File: config.mk
export PLATFORM = sky130hd
export DESIGN_NAME = id_ex_control
export DESIGN_NICKNAME = d
export VERILOG_FILES = /design/src/rtl/id_ex_control_pkg.sv /design/src/rtl/main_decoder.sv /design/src/rtl/id_ex_control.sv
export SDC_FILE = /design/constraint.sdc
export NUM_CORES = 1
export LEC_CHECK = 0
export ABC_AREA = 0
export CAP_MARGIN = 25
export CORE_MARGIN = 1.5
export CORE_UTILIZATION = 30
export DETAILED_ROUTE_END_ITERATION = 10
export SLEW_MARGIN = 25
export SYNTH_ARGS = -nofsm -noshare
export SYNTH_HDL_FRONTEND = slang
export SYNTH_SLANG_ARGS = --single-unit
File: constraint.sdc
create_clock -name clk -period 2.1 [get_ports clk]
set_input_delay 0.42 -clock clk [delete_from_list [all_inputs] [get_ports clk]]
set_output_delay 0.42 -clock clk [all_outputs]
set_load 0.01 [all_outputs]
File: src/rtl/id_ex_control_pkg.sv
// Shared encodings for the ID-stage decoder and the ID/EX control register.
// The control bundle is packed so a bubble is a single all-zero constant.
package id_ex_control_pkg;

  localparam logic [6:0] OP_R      = 7'b0110011;
  localparam logic [6:0] OP_IMM    = 7'b0010011;
  localparam logic [6:0] OP_LOAD   = 7'b0000011;
  localparam logic [6:0] OP_STORE  = 7'b0100011;
  localparam logic [6:0] OP_BRANCH = 7'b1100011;

  localparam logic [1:0] ALUOP_ADD   = 2'b00;
  localparam logic [1:0] ALUOP_SUB   = 2'b01;
  localparam logic [1:0] ALUOP_FUNCT = 2'b10;

  typedef struct packed {
    logic [1:0] alu_op;
    logic [3:0] funct;
    logic       reg_write;
    logic       mem_read;
    logic       mem_write;
    logic       mem_to_reg;
    logic       alu_src;
    logic       branch;
  } ctrl_t;

  localparam ctrl_t CTRL_BUBBLE = '0;

endpackage

File: src/rtl/main_decoder.sv
// Purely combinational main decoder: opcode/funct fields to the control bundle,
// plus whether rs2 is a real source and whether the opcode is unsupported.
module main_decoder
  import id_ex_control_pkg::*;
(
  input  logic [6:0] i_opcode,
  input  logic [2:0] i_funct3,
  input  logic       i_bit30,
  output ctrl_t      o_ctrl,
  output logic       o_uses_rs2,
  output logic       o_illegal
);

  always_comb begin
    o_ctrl     = CTRL_BUBBLE;
    o_uses_rs2 = 1'b0;
    o_illegal  = 1'b0;
    unique case (i_opcode)
      OP_R: begin
        o_ctrl.alu_op    = ALUOP_FUNCT;
        o_ctrl.funct     = {i_bit30, i_funct3};
        o_ctrl.reg_write = 1'b1;
        o_uses_rs2       = 1'b1;
      end
      OP_IMM: begin
        o_ctrl.alu_op    = ALUOP_ADD;
        o_ctrl.funct     = {1'b0, i_funct3};
        o_ctrl.reg_write = 1'b1;
        o_ctrl.alu_src   = 1'b1;
      end
      OP_LOAD: begin
        o_ctrl.alu_op     = ALUOP_ADD;
        o_ctrl.funct      = {1'b0, i_funct3};
        o_ctrl.reg_write  = 1'b1;
        o_ctrl.mem_read   = 1'b1;
        o_ctrl.mem_to_reg = 1'b1;
        o_ctrl.alu_src    = 1'b1;
      end
      OP_STORE: begin
        o_ctrl.alu_op    = ALUOP_ADD;
        o_ctrl.funct     = {1'b0, i_funct3};
        o_ctrl.mem_write = 1'b1;
        o_ctrl.alu_src   = 1'b1;
        o_uses_rs2       = 1'b1;
      end
      OP_BRANCH: begin
        o_ctrl.alu_op = ALUOP_SUB;
        o_ctrl.funct  = {1'b0, i_funct3};
        o_ctrl.branch = 1'b1;
        o_uses_rs2    = 1'b1;
      end
      default: o_illegal = 1'b1;
    endcase
  end

endmodule

File: src/rtl/id_ex_control.sv
// ID/EX control boundary: decodes the ID instruction, detects load-use hazards,
// inserts bubbles on stall/flush/idle/illegal, and keeps saturating event counters.
module id_ex_control
  import id_ex_control_pkg::*;
#(
  parameter int CNT_W = 16
) (
  input  logic             clk,
  input  logic             reset,
  input  logic [31:0]      instr_id,
  input  logic             valid_id,
  input  logic             flush,
  output logic             stall,
  output logic [1:0]       ALUOp_ex,
  output logic [3:0]       Funct_ex,
  output logic             RegWrite_ex,
  output logic             MemRead_ex,
  output logic             MemWrite_ex,
  output logic             MemtoReg_ex,
  output logic             ALUSrc_ex,
  output logic             Branch_ex,
  output logic [4:0]       rs1_ex,
  output logic [4:0]       rs2_ex,
  output logic [4:0]       rd_ex,
  output logic             valid_ex,
  output logic [CNT_W-1:0] bubble_cnt,
  output logic [CNT_W-1:0] illegal_cnt
);

  ctrl_t      w_ctrl;
  logic       w_uses_rs2;
  logic       w_illegal;
  logic [4:0] w_rs1_id;
  logic [4:0] w_rs2_id;
  logic [4:0] w_rd_id;
  logic       w_hazard;
  logic       w_bubble;
  logic [5:0] w_unused_funct7;

  ctrl_t            r_ctrl;
  logic [4:0]       r_rs1;
  logic [4:0]       r_rs2;
  logic [4:0]       r_rd;
  logic             r_valid;
  logic [CNT_W-1:0] r_bubble_cnt;
  logic [CNT_W-1:0] r_illegal_cnt;

  main_decoder u_main_decoder (
    .i_opcode   (instr_id[6:0]),
    .i_funct3   (instr_id[14:12]),
    .i_bit30    (instr_id[30]),
    .o_ctrl     (w_ctrl),
    .o_uses_rs2 (w_uses_rs2),
    .o_illegal  (w_illegal)
  );

  assign w_rs1_id        = instr_id[19:15];
  assign w_rs2_id        = instr_id[24:20];
  assign w_rd_id         = instr_id[11:7];
  assign w_unused_funct7 = {instr_id[31], instr_id[29:25]};

  // A load in EX whose destination feeds the ID instruction must wait one cycle.
  assign w_hazard = valid_id & ~flush & r_valid & r_ctrl.mem_read & (r_rd != 5'd0) &
                    ((r_rd == w_rs1_id) | (w_uses_rs2 & (r_rd == w_rs2_id)));
  assign stall    = w_hazard;
  assign w_bubble = flush | w_hazard | ~valid_id | w_illegal;

  always_ff @(posedge clk) begin
    if (reset) begin
      r_ctrl  <= CTRL_BUBBLE;
      r_rs1   <= '0;
      r_rs2   <= '0;
      r_rd    <= '0;
      r_valid <= 1'b0;
    end else if (w_bubble) begin
      r_ctrl  <= CTRL_BUBBLE;
      r_rs1   <= '0;
      r_rs2   <= '0;
      r_rd    <= '0;
      r_valid <= 1'b0;
    end else begin
      r_ctrl  <= w_ctrl;
      r_rs1   <= w_rs1_id;
      r_rs2   <= w_uses_rs2 ? w_rs2_id : 5'd0;
      r_rd    <= w_ctrl.reg_write ? w_rd_id : 5'd0;
      r_valid <= 1'b1;
    end
  end

  // Counters saturate so long performance runs never report a wrapped value.
  always_ff @(posedge clk) begin
    if (reset) begin
      r_bubble_cnt  <= '0;
      r_illegal_cnt <= '0;
    end else begin
      if ((flush | w_hazard) && (r_bubble_cnt != {CNT_W{1'b1}}))
        r_bubble_cnt <= r_bubble_cnt + 1'b1;
      if (valid_id && !flush && w_illegal && (r_illegal_cnt != {CNT_W{1'b1}}))
        r_illegal_cnt <= r_illegal_cnt + 1'b1;
    end
  end

  assign ALUOp_ex    = r_ctrl.alu_op;
  assign Funct_ex    = r_ctrl.funct;
  assign RegWrite_ex = r_ctrl.reg_write;
  assign MemRead_ex  = r_ctrl.mem_read;
  assign MemWrite_ex = r_ctrl.mem_write;
  assign MemtoReg_ex = r_ctrl.mem_to_reg;
  assign ALUSrc_ex   = r_ctrl.alu_src;
  assign Branch_ex   = r_ctrl.branch;
  assign rs1_ex      = r_rs1;
  assign rs2_ex      = r_rs2;
  assign rd_ex       = r_rd;
  assign valid_ex    = r_valid;
  assign bubble_cnt  = r_bubble_cnt;
  assign illegal_cnt = r_illegal_cnt;

endmodule

Word-level counts from Yosys, hierarchy flattened
Index checks and enable logic that the tools add are counted.

word-level totals
  flip-flop bits (word level) = 59
  latch bits = 0
  memory bits (writable) = 0
  ROM bits = 0
  bits of input ports = 36
  output and inout bits = 61
  word-level logic and storage cells = 60
  memories = 0

cells by class
  add/subtract/negate cells = 2
  $mul = 0
  divide/modulo/power cells = 0
  magnitude comparators = 0
  equal/unequal tests = 9
  shift-type cells = 0
  muxes and demuxes = 9
  bitwise logic cells = 14
  reduce and logical (&&, ||, !) cells = 13

operator list
  kind                   count
  $add 16x1->16 const B  2
  $ne 16x16->1 const B   2
  $pmux 6 s3             1
  $reduce_or 3->1        5
  $eq 7x6->1 const B     2
  $eq 5x5->1             2
  $mux 1                 8
  $eq 7x2->1 const B     1
  $eq 7x5->1 const B     1
  $eq 7x7->1 const B     1
  $and 1x1->1            6
  $reduce_bool 5->1      1
  $reduce_or 5->1        1
  $logic_and 1x1->1      4
  $not 1->1              4
  $or 1x1->1             4
  $reduce_or 2->1        1
  $logic_not 1->1        1

Longest topological paths before layout
Gate-level depths: netlist (run 1).

  word-level depth = 10
  depth in mapped cells = 8
  mapped depth without buffers = 6

Hierarchy
Synthesis (run 1) repeated with hierarchy kept, for this count alone.

unflattened totals
  cell total of the unflattened synthesis = 297
  area, all modules = 2795.2 um2

modules (own cells, without submodules)
  module         times used  cells each  area each (um2)  seq. area each (um2)
  id_ex_control  1           271         2555.0           1201.2
  main_decoder   1           26          240.2            0.0

Worst setup path after synthesis (run 1)
OpenSTA, ideal clock, no wires.

  path type = input-to-output
  from = input instr_id[16]
  to = output stall
  arrival = 1.675 ns
  required time = 1.680 ns
  slack = 0.005 ns
  stages on the path = 4
  path buffers = 0
  cell sequence = xor2_1 -> nor2_1 -> or4b_2 -> o21ai_0

between the ends
  cells in the longest elaborated chain, start to end = 3

ends and longest elaborated chain
  item                line                 source
  start: declaration  id_ex_control.sv:10  input logic [31:0] instr_id,
  $eq 5x5->1          id_ex_control.sv:64  ((r_rd == w_rs1_id) | (w_uses_rs2 & (r_rd == w_rs2_id)));
  $or 1x1->1          id_ex_control.sv:64
  $and 1x1->1         id_ex_control.sv:63  assign w_hazard = valid_id & ~flush & r_valid & r_ctrl.mem_read & (r_rd != 5'd0) &
  end: declaration    id_ex_control.sv:13  output logic stall,

No other way between the ends.

Worst setup path after layout (run 1)
  from = register r_rd[4], in the netlist rd_ex[4]
  to = register r_bubble_cnt[13], in the netlist bubble_cnt[13]

between the ends
  cells in the longest elaborated chain, start to end = 6
  elaborated cells on any way between the ends = 9
  classes of those cells = 2 x eq/ne; 5 x bitwise; 2 x reduce/logical

ends and longest elaborated chain
  item                      line                 source
  start: declaration        id_ex_control.sv:43  logic [4:0] r_rd;
  start signal: assignment  id_ex_control.sv:85  r_rd <= w_ctrl.reg_write ? w_rd_id : 5'd0;
  $eq 5x5->1                id_ex_control.sv:64
  $and 1x1->1               id_ex_control.sv:64
  $or 1x1->1                id_ex_control.sv:64
  $and 1x1->1 (*)           id_ex_control.sv:63
  $or 1x1->1 (*)            id_ex_control.sv:96  if ((flush | w_hazard) && (r_bubble_cnt != {CNT_W{1'b1}}))
  $logic_and 1x1->1 (*)     id_ex_control.sv:96
  end signal: assignment    id_ex_control.sv:97  r_bubble_cnt <= r_bubble_cnt + 1'b1;
  end: declaration          id_ex_control.sv:45  logic [CNT_W-1:0] r_bubble_cnt;

Mark *: on every way between the ends. The rest lies on a longest branch, timed or not.
A chain may end at the register's enable or synchronous reset.

==> results.json, run 1 <==
{
  "outcome": "finished, violations left",
  "violations": "setup timing",
  "antenna_found_initial": 0,
  "hold_buffers": 0,
  "setup_viol_count_final": 22,
  "crit_path_frequent_cell": "buf_6",
  "min-delay-start": "instr_id[5]",
  "cts_made_buffers": 9,
  "num_antenna_cells": 0,
  "initial_utilization_pct": 30.9,
  "dp_cells": 507,
  "die_w_um": 97.8,
  "drt-wirelength-per-cell_um": 13.2,
  "grt_overflow": 0,
  "yosysUniqueCellTypes": 49,
  "core_mm2": 0.00872,
  "cts.sink_count": 59,
  "drive_gt1_share_pct": 25.5,
  "rrSetupSlack_ns": -0.17,
  "finalClockSkew_ns": 0.00749,
  "drc": 0,
  "synth_edf_count": 0,
  "ys_seq_area_share_pct": 43.8,
  "layout_commonest_cell": "clkdlybuf4s50_1",
  "crit_fanout": 2,
  "place_congestion": 0.754,
  "ant_nets": 0,
  "whs_ns": 0.435,
  "p_int_mw": 2.14,
  "first_pass_iters": 4,
  "cts_max_level": 3,
  "die_y_um": 97.8,
  "slowest_stage": "or4_4",
  "worst_slew_pin_slew_ns": 0.606,
  "critPathTopFamily": "simple AND/OR/NAND/NOR gates",
  "cts_buffer_depth": 2,
  "synth-seq-cells": 59,
  "fin_crit_ns": 2.27,
  "viasPerCell": 4.79,
  "syn_area_mm2": 0.00270,
  "r2r_end": "bubble_cnt[13]",
  "grt_pass1_vias": 2434,
  "max_freq_mhz": 440,
  "rr_worst_depth": 10,
  "grt_first_pass_wirelength_um": 11500,
  "ioPinCount": 97,
  "critPathLaunchType": "register",
  "instances_no_fill": 535,
  "grt_max_degree": 45,
  "vias": 2563,
  "power_mw": 2.69,
  "synth_ff_type": "dfxtp_1",
  "criticalPathCategory": "register to register",
  "avgSynthCellArea_um2": 9.53,
  "rows": 34,
  "gr-usage-all-layers_pct": 15.0,
  "clkTransAtPathRegs_ns": 0.07,
  "hold_path_depth": 3,
  "clkPwrFrac_pct": 49.9,
  "path_buf_inv": 4,
  "final_hold_viol_count": 0,
  "die-area_mm2": 0.00957,
  "dp_hpwl_um": 5060,
  "layout_setup_ws_ns": -0.174,
  "power_density_mw_per_mm2": 601,
  "slew_violations": 0,
  "clk_latency_ns": 0.33,
  "tritoncts": "yes",
  "regArea_mm2": 0.00118,
  "switching_power_mw": 0.555,
  "pwr-share-seq_pct": 42.0,
  "synthCells": 283,
  "mostFrequentLayoutCells": "clkdlybuf4s50_1, dfxtp_1, buf_4",
  "portBuffers": 90,
  "fin_crit_sh_pct": 108,
  "cp.arrival_ns": 2.50,
  "synthesis.nets": 321,
  "nNetsFinal": 460,
  "root_buffer": "clkbuf_8",
  "n_fill_cell": 826,
  "min_path_type": "input pin to register",
  "ys_async_sr_fraction_pct": 0,
  "yosysWarnings": 0,
  "drv_cap": 0,
  "power_frac_comb_pct": 8.1,
  "ir_worst_vdd_v": 0.000309,
  "power_leakage_nw": 1.86,
  "drt_iter0_drc": 58,
  "required_ns": 2.32,
  "critPathCaptureType": "register",
  "r2r_start": "rd_ex[4]",
  "multi_input_area_mm2": 0.00156,
  "syn_to_final_growth_pct": 66.1,
  "wl_um": 7070,
  "p_sw_share_pct": 20.6,
  "path_cells": "buf_6 -> or4_4 -> or2_4 -> buf_6 -> a41oi_4 -> buf_6 -> nand2_4 -> buf_6 -> nand3_4 -> mux2_4",
  "fin_util_pct": 51.4,
  "hold_path_end": "MemtoReg_ex",
  "critPathMaxStageDelay_ns": 0.52,
  "rsz0062_at_grt": "true",
  "slew_headroom_pct": 59.6
}
==> metal layers <==
layer / wire length [um] / GRT usage [%] / share of wire [%] / vias up
li1: - / - / - / 1263
met1: 3250 / 19.2 / 46 / 1202
met2: 3270 / 23.6 / 46 / 84
met3: 407 / 4.44 / 5.8 / 14
met4: 142 / 6.37 / 2.0 / 0
met5: 0 / 0 / 0 / -
==> registers in the layout, summed over array words and instances (netlist names), 2 cells and up <==
name         flops
rs2_ex           5
illegal_cnt     16
Funct_ex         4
ALUOp_ex         2
rs1_ex           5
bubble_cnt      16
rd_ex            5
==> repair_timing <==
item | CTS | global route
gates resized for setup | 32 | 21
pin swaps | 15 | 8
cloned | 0 | 0
buffers inserted | 13 | 0
setup endpoints to repair | 29 | 33
==> metrics by stage <==
step | worst slack (ns) | TNS (ns) | cell area, um^2
after floorplan | 0.00520 | 0 | 2700
after global placement | -0.824 | -21.13 | 3960
after detailed placement | -0.859 | -19.49 | 3960
after CTS | -0.239 | -3.73 | 4390
after global routing | -0.246 | -4.29 | 4480
final | -0.174 | -2.26 | 4480
==> cell usage after synthesis (2+ instances only) <==
| cell type | n | share of area [%] |
|---|---|---|
| nand2b_1 | 3 | 0.70 |
| and3_1 | 15 | 3.5 |
| inv_1 | 4 | 0.56 |
| xor2_1 | 20 | 6.5 |
| and4bb_2 | 2 | 0.93 |
| nor3_1 | 2 | 0.37 |
| nand4_1 | 18 | 4.2 |
| nand2_1 | 13 | 1.8 |
| mux2_4 | 3 | 1.7 |
| a21oi_1 | 7 | 1.3 |
| and2_1 | 16 | 3.7 |
| nor2b_1 | 10 | 2.3 |
| nand3_2 | 2 | 0.74 |
| nor3b_1 | 2 | 0.56 |
| xnor2_1 | 6 | 1.9 |
| nand3_1 | 16 | 3.0 |
| a31o_2 | 2 | 0.65 |
| buf_6 | 2 | 0.84 |
| nor2_1 | 36 | 5.0 |
| dfxtp_1 | 59 | 44 |
| ha_1 | 2 | 0.93 |
| and4_1 | 5 | 1.6 |
| clkbuf_1 | 6 | 0.84 |
| mux2_2 | 6 | 2.5 |
| buf_4 | 2 | 0.56 |
==> logic make-up after synthesis <==
| family | count (synthesis) | synth area share, % |
|---|---|---|
| fa+ha+maj | 2 | 0.928 |
| xor+xnor | 26 | 8.45 |
| simple gates | 151 | 32.9 |
| mux | 10 | 4.55 |
| compound gates | 19 | 6.03 |
| flops | 59 | 43.8 |
| buf+inv | 16 | 3.34 |
==> power by group through the flow <==
| stage | Clock [mW] | Combinational (mW) | Sequential (mW) |
|---|---|---|---|
| 3_5_place_dp | 0 | 0.201 | 1.16 |
| 5_1_grt | 1.43 | 0.236 | 1.13 |
| 2_1_floorplan | 0 | 0.0679 | 1.16 |
| 3_3_place_gp | 0 | 0.197 | 1.16 |
| 4_1_cts | 1.38 | 0.215 | 1.13 |
| 6_report | 1.34 | 0.217 | 1.13 |
==> worst max path at each step <==
stage	from	endpoint	cells after the start
4_1_cts	rd_ex[4]	bubble_cnt[13]	10
2_1_floorplan	instr_id[16]	stall	4
3_5_place_dp	instr_id[16]	stall	6
3_3_place_gp	instr_id[16]	stall	6
6_report	rd_ex[4]	bubble_cnt[13]	10
5_1_grt	rd_ex[4]	bubble_cnt[8]	9
==> worst register-to-register path, delay by kind of cell (launching register included) <==
family / cells / cell delay (ns)
multiplexers: 1 / 0.29
AO/OA/AOI/OAI: 1 / 0.18
flip-flops: 1 / 0.32
AND/OR/NAND/NOR: 4 / 0.86
buffers and inverters: 4 / 0.50
==> layout make-up <==
type / count / share of cell area, %
flip-flops and latches: 59 / 26.4
inverters: 4 / 0.335
multi-input cells: 208 / 34.8
well taps: 108 / 3.02
clock buffers: 12 / 3.69
clock inverters: 4 / 2.12
repair buffers: 140 / 29.6
No activity file was read; power rests on OpenSTA's default activity.
==> run 2: changes to the inputs <==
--- a/config.mk
+++ b/config.mk
@@ -7,10 +7,11 @@
 export LEC_CHECK = 0
 export ABC_AREA = 0
 export CAP_MARGIN = 25
-export CORE_MARGIN = 1.5
+export CORE_MARGIN = 2
 export CORE_UTILIZATION = 30
 export DETAILED_ROUTE_END_ITERATION = 10
-export SLEW_MARGIN = 25
+export GPL_TIMING_DRIVEN = 0
+export SLEW_MARGIN = 20
 export SYNTH_ARGS = -nofsm -noshare
 export SYNTH_HDL_FRONTEND = slang
 export SYNTH_SLANG_ARGS = --single-unit
==> results.json, run 2 (same netlist as run 1, synthesis figures left out) <==
{
  "outcome": "finished, violations left",
  "drt-wirelength-per-cell_um": 13.7,
  "layout_setup_ws_ns": -0.125,
  "worst_slew_pin_slew_ns": 0.513,
  "final_hold_viol_count": 0,
  "pre_cts_ws_ns": -1.08,
  "fin_util_pct": 48.6,
  "cts_max_level": 3,
  "ir_worst_vdd_v": 0.000293,
  "finalClockSkew_ns": 0.00527,
  "cts.sink_count": 59,
  "grt_max_degree": 11,
  "ioPinCount": 97,
  "die_y_um": 98.8,
  "dp_cells": 480,
  "mostFrequentLayoutCells": "clkdlybuf4s50_1, dfxtp_1, nor2_1",
  "rsz0062_at_grt": "true",
  "nNetsFinal": 440,
  "gr-usage-all-layers_pct": 15.2,
  "r2r_start": "rd_ex[1]",
  "drive_gt1_share_pct": 21.6,
  "cts_buffer_depth": 2,
  "clkPwrFrac_pct": 46.9,
  "num_antenna_cells": 0,
  "die_w_um": 98.8,
  "whs_ns": 0.452,
  "regArea_mm2": 0.00119,
  "slew_violations": 0,
  "rrSetupSlack_ns": -0.09,
  "switching_power_mw": 0.547,
  "antenna_found_initial": 0,
  "min-delay-start": "instr_id[19]",
  "clk_latency_ns": 0.34,
  "grt_first_pass_wirelength_um": 12000,
  "drt_iter0_drc": 52,
  "crit_fanout": 4,
  "wl_um": 7080,
  "fin_crit_ns": 2.23,
  "violations": "setup timing",
  "instances_no_fill": 515,
  "portBuffers": 89,
  "power_leakage_nw": 1.71,
  "power_mw": 2.51,
  "min_path_type": "input pin to register",
  "drv_cap": 0,
  "ant_nets": 0,
  "dp_hpwl_um": 4920,
  "p_sw_share_pct": 21.8,
  "power_density_mw_per_mm2": 592,
  "tritoncts": "yes",
  "rows": 34,
  "core_mm2": 0.00872,
  "vias": 2455,
  "max_freq_mhz": 449,
  "critPathLaunchType": "register",
  "clkTransAtPathRegs_ns": 0.07,
  "first_pass_iters": 4,
  "pwr-share-seq_pct": 45.3,
  "grt_pass1_vias": 2419,
  "slew_headroom_pct": 65.8,
  "grt_overflow": 0,
  "worstSetupStartpoint": "rd_ex[1]",
  "root_buffer": "clkbuf_8",
  "n_fill_cell": 854,
  "place_congestion": 0.804,
  "syn_to_final_growth_pct": 57.3,
  "criticalPathCategory": "register to output port",
  "critPathCaptureType": "output port",
  "multi_input_area_mm2": 0.00154,
  "setup_viol_count_final": 10,
  "cp.arrival_ns": 1.81,
  "viasPerCell": 4.77,
  "p_int_mw": 1.96,
  "die-area_mm2": 0.00976,
  "layout_commonest_cell": "clkdlybuf4s50_1",
  "required_ns": 1.68,
  "initial_utilization_pct": 30.9,
  "fin_crit_sh_pct": 106,
  "drc": 0,
  "cts_made_buffers": 9,
  "power_frac_comb_pct": 7.8
}
==> run 2: cell types whose count changed in the layout (fill, tap and decap cells not counted), sizes merged <==
cell / change
buf: -25
dlygate4sd2: +5
clkbuf: +4
dlygate4sd3: +1
clkdlybuf4s50: -4
dlymetal6s2s: -2
clkinv: +2
bufinv: -1
==> run 2: layout make-up <==
cell class | instances | area share, %
Sequential cell | 59 | 28.0
Multi-Input combinational cell | 208 | 36.3
Buffer | 11 | 1.83
Clock inverter | 5 | 1.77
Timing Repair Buffer | 109 | 24.9
Tap cell | 108 | 3.19
Inverter | 4 | 0.354
Clock buffer | 11 | 3.57
==> run 2: metal layers <==
| layer | part of all wire, % | global-route usage [%] | vias to the layer above | routed length [um] |
|---|---|---|---|---|
| li1 | - | - | 1236 | - |
| met1 | 47 | 20.3 | 1134 | 3310 |
| met2 | 46 | 23.5 | 79 | 3270 |
| met3 | 6.1 | 5.04 | 6 | 429 |
| met4 | 0.89 | 4.00 | 0 | 63 |
| met5 | 0 | 0 | - | 0 |
==> run 2: final timing paths <==
check              endpoint  cells after the start
max                   stall                      5
max reg2reg   bubble_cnt[5]                      7
min               rs1_ex[4]                      2
min reg2reg  illegal_cnt[1]                      2
==> run 2: timing repair <==
item,4_1_cts,5_1_grt
hold buffers,0,0
setup endpoints to repair,33,47
pin swaps,6,3
resized for setup,28,26
setup buffers,15,4
gates cloned,1,0
==> run 2: power groups by stage <==
stage	clock (mW)	sequential, mW	combinational (mW)
floorplan	0	1.16	0.0679
global placement	0	1.16	0.164
detailed placement	0	1.16	0.165
CTS	1.22	1.14	0.188
global route	1.28	1.14	0.213
finish	1.18	1.14	0.196
==> run 2: worst max-delay path, cell delays in order (launching register included) <==
cell,delay (ns)
dfxtp_4,0.36
or4_4,0.53
or2_4,0.27
nand4_1,0.11
o21ai_2,0.07
buf_2,0.14
==> run 2: stage by stage <==
step / area, um^2 / setup TNS, ns
2_1_floorplan: 2700 / 0
3_3_place_gp: 3720 / -22.53
3_5_place_dp: 3720 / -23.88
4_1_cts: 4110 / -1.05
5_1_grt: 4240 / -2.14
6_report: 4240 / -0.785
==> run 3: changes to the inputs <==
--- a/config.mk
+++ b/config.mk
@@ -7,6 +7,7 @@
 export LEC_CHECK = 0
 export ABC_AREA = 0
 export CAP_MARGIN = 25
+export CORE_ASPECT_RATIO = 0.5
 export CORE_MARGIN = 2
 export CORE_UTILIZATION = 30
 export DETAILED_ROUTE_END_ITERATION = 10
==> results.json, run 3 (same netlist as run 1, synthesis figures left out) <==
{
  "ant_nets": 0,
  "multi_input_area_mm2": 0.00153,
  "path_cells": "or4_4 -> or2_4 -> nand4_1 -> o21ai_1 -> buf_2",
  "power_mw": 2.76,
  "required_ns": 1.68,
  "wl_um": 7170,
  "slew_headroom_pct": 64.3,
  "worst_slew_pin_slew_ns": 0.531,
  "drc": 0,
  "rows": 24,
  "rrSetupSlack_ns": -0.02,
  "grt_pass1_vias": 2368,
  "n_fill_cell": 830,
  "dp_hpwl_um": 5210,
  "cp.arrival_ns": 1.72,
  "ioPinCount": 97,
  "drt_iter0_drc": 85,
  "rr_worst_depth": 7,
  "fin_crit_sh_pct": 102,
  "clk_latency_ns": 0.32,
  "viasPerCell": 4.64,
  "die_y_um": 71.0,
  "violations": "setup timing",
  "critPathLaunchType": "register",
  "fin_util_pct": 48.9,
  "ir_worst_vdd_v": 0.000399,
  "gr-usage-all-layers_pct": 14.8,
  "critPathMaxStageDelay_ns": 0.53,
  "critPathCaptureType": "output port",
  "drt-wirelength-per-cell_um": 13.8,
  "clkTransAtPathRegs_ns": 0.05,
  "grt_first_pass_wirelength_um": 11600,
  "crit_fanout": 3,
  "syn_to_final_growth_pct": 58.0,
  "first_pass_iters": 4,
  "grt_overflow": 0,
  "drv_cap": 0,
  "finalSetupTns_ns": -0.0750,
  "setup_viol_count_final": 5,
  "fin_crit_ns": 2.14,
  "vias": 2404,
  "dp_cells": 489,
  "dpl-instance-area_mm2": 0.00373,
  "root_buffer": "clkbuf_16",
  "layout_setup_ws_ns": -0.0441,
  "whs_ns": 0.465,
  "fin_area_mm2": 0.00426,
  "instances_no_fill": 518,
  "pre_cts_ws_ns": -0.981,
  "antenna_found_initial": 0,
  "num_antenna_cells": 0,
  "tritoncts": "yes",
  "initial_utilization_pct": 31.0,
  "criticalPathCategory": "register to output port",
  "min_path_type": "input pin to register",
  "outcome": "finished, violations left",
  "die_w_um": 138,
  "grt_max_degree": 11,
  "cts.sink_count": 59,
  "nNetsFinal": 435,
  "place_congestion": 0.810,
  "cts_buffer_depth": 2,
  "layout_commonest_cell": "clkdlybuf4s50_1",
  "core_mm2": 0.00871,
  "slowest_stage": "or4_4",
  "slew_violations": 0,
  "power_density_mw_per_mm2": 649,
  "rsz0062_at_grt": "true",
  "mostFrequentLayoutCells": "clkdlybuf4s50_1, dfxtp_1, nor2_1",
  "cts_max_level": 3,
  "cts_made_buffers": 9,
  "hold_path_depth": 2,
  "portBuffers": 89,
  "regArea_mm2": 0.00119,
  "finalClockSkew_ns": 0.00875,
  "power_leakage_nw": 1.71,
  "max_freq_mhz": 466,
  "final_hold_viol_count": 0,
  "drive_gt1_share_pct": 20.2,
  "die-area_mm2": 0.00981
}
[run 3: cell count changes in the layout (fill, tap and decap cells not counted), sizes merged]
cell	previous run	this run
clkinv	3	1
clkdlybuf4s50	78	69
clkbuf	16	18
dlymetal6s2s	3	0
clkdlybuf4s15	0	1
dlygate4sd2	7	18
buf	26	21
bufinv	2	1
[run 3: path summary, 6_finish.rpt]
| check | start | to |
|---|---|---|
| worst min-delay path | instr_id[16] | rs1_ex[1] |
| worst max register to register | rd_ex[2] | bubble_cnt[8] |
| worst min register to register | illegal_cnt[1] | illegal_cnt[1] |
| worst max-delay path | rd_ex[2] | stall |
[run 3: area by class of cell]
type,count,share of cell area (%)
Multi-Input combinational cell,208,36.0
Sequential cell,59,28.0
Timing Repair Buffer,104,23.4
Clock buffer,13,6.11
Tap cell,117,3.44
Buffer,11,1.88
Clock inverter,2,0.823
Inverter,4,0.353
[run 3: routing by layer]
layer,up-vias,track usage [%],part of all wire [%]
li1,1216,-,-
met1,1133,18.3,46
met2,48,24.3,48
met3,7,4.54,4.5
met4,0,6.58,1.1
met5,-,0,0
[run 3: report_power, final]
group	leakage, nW	switching [mW]	total (mW)	internal, mW
Clock	0.146	0.470	1.44	0.972
Combinational	1.09	0.0831	0.181	0.0978
Sequential	0.479	0.0108	1.14	1.13
Total	1.71	0.564	2.76	2.20
[run 3: repair_timing]
action,4_1_cts,5_1_grt
gates resized for setup,42,20
hold buffers,0,0
setup endpoints to repair,41,33
pin swaps,9,4
gates cloned,0,0
buffers inserted,12,3
[run 3: critical path: cells and delay by family, from the launching register on]
kind	cells	cell delay [ns]
and+or+nand+nor	3	0.87
DFF	1	0.33
buffers and inverters	1	0.14
AOI/OAI and AO/OA	1	0.06
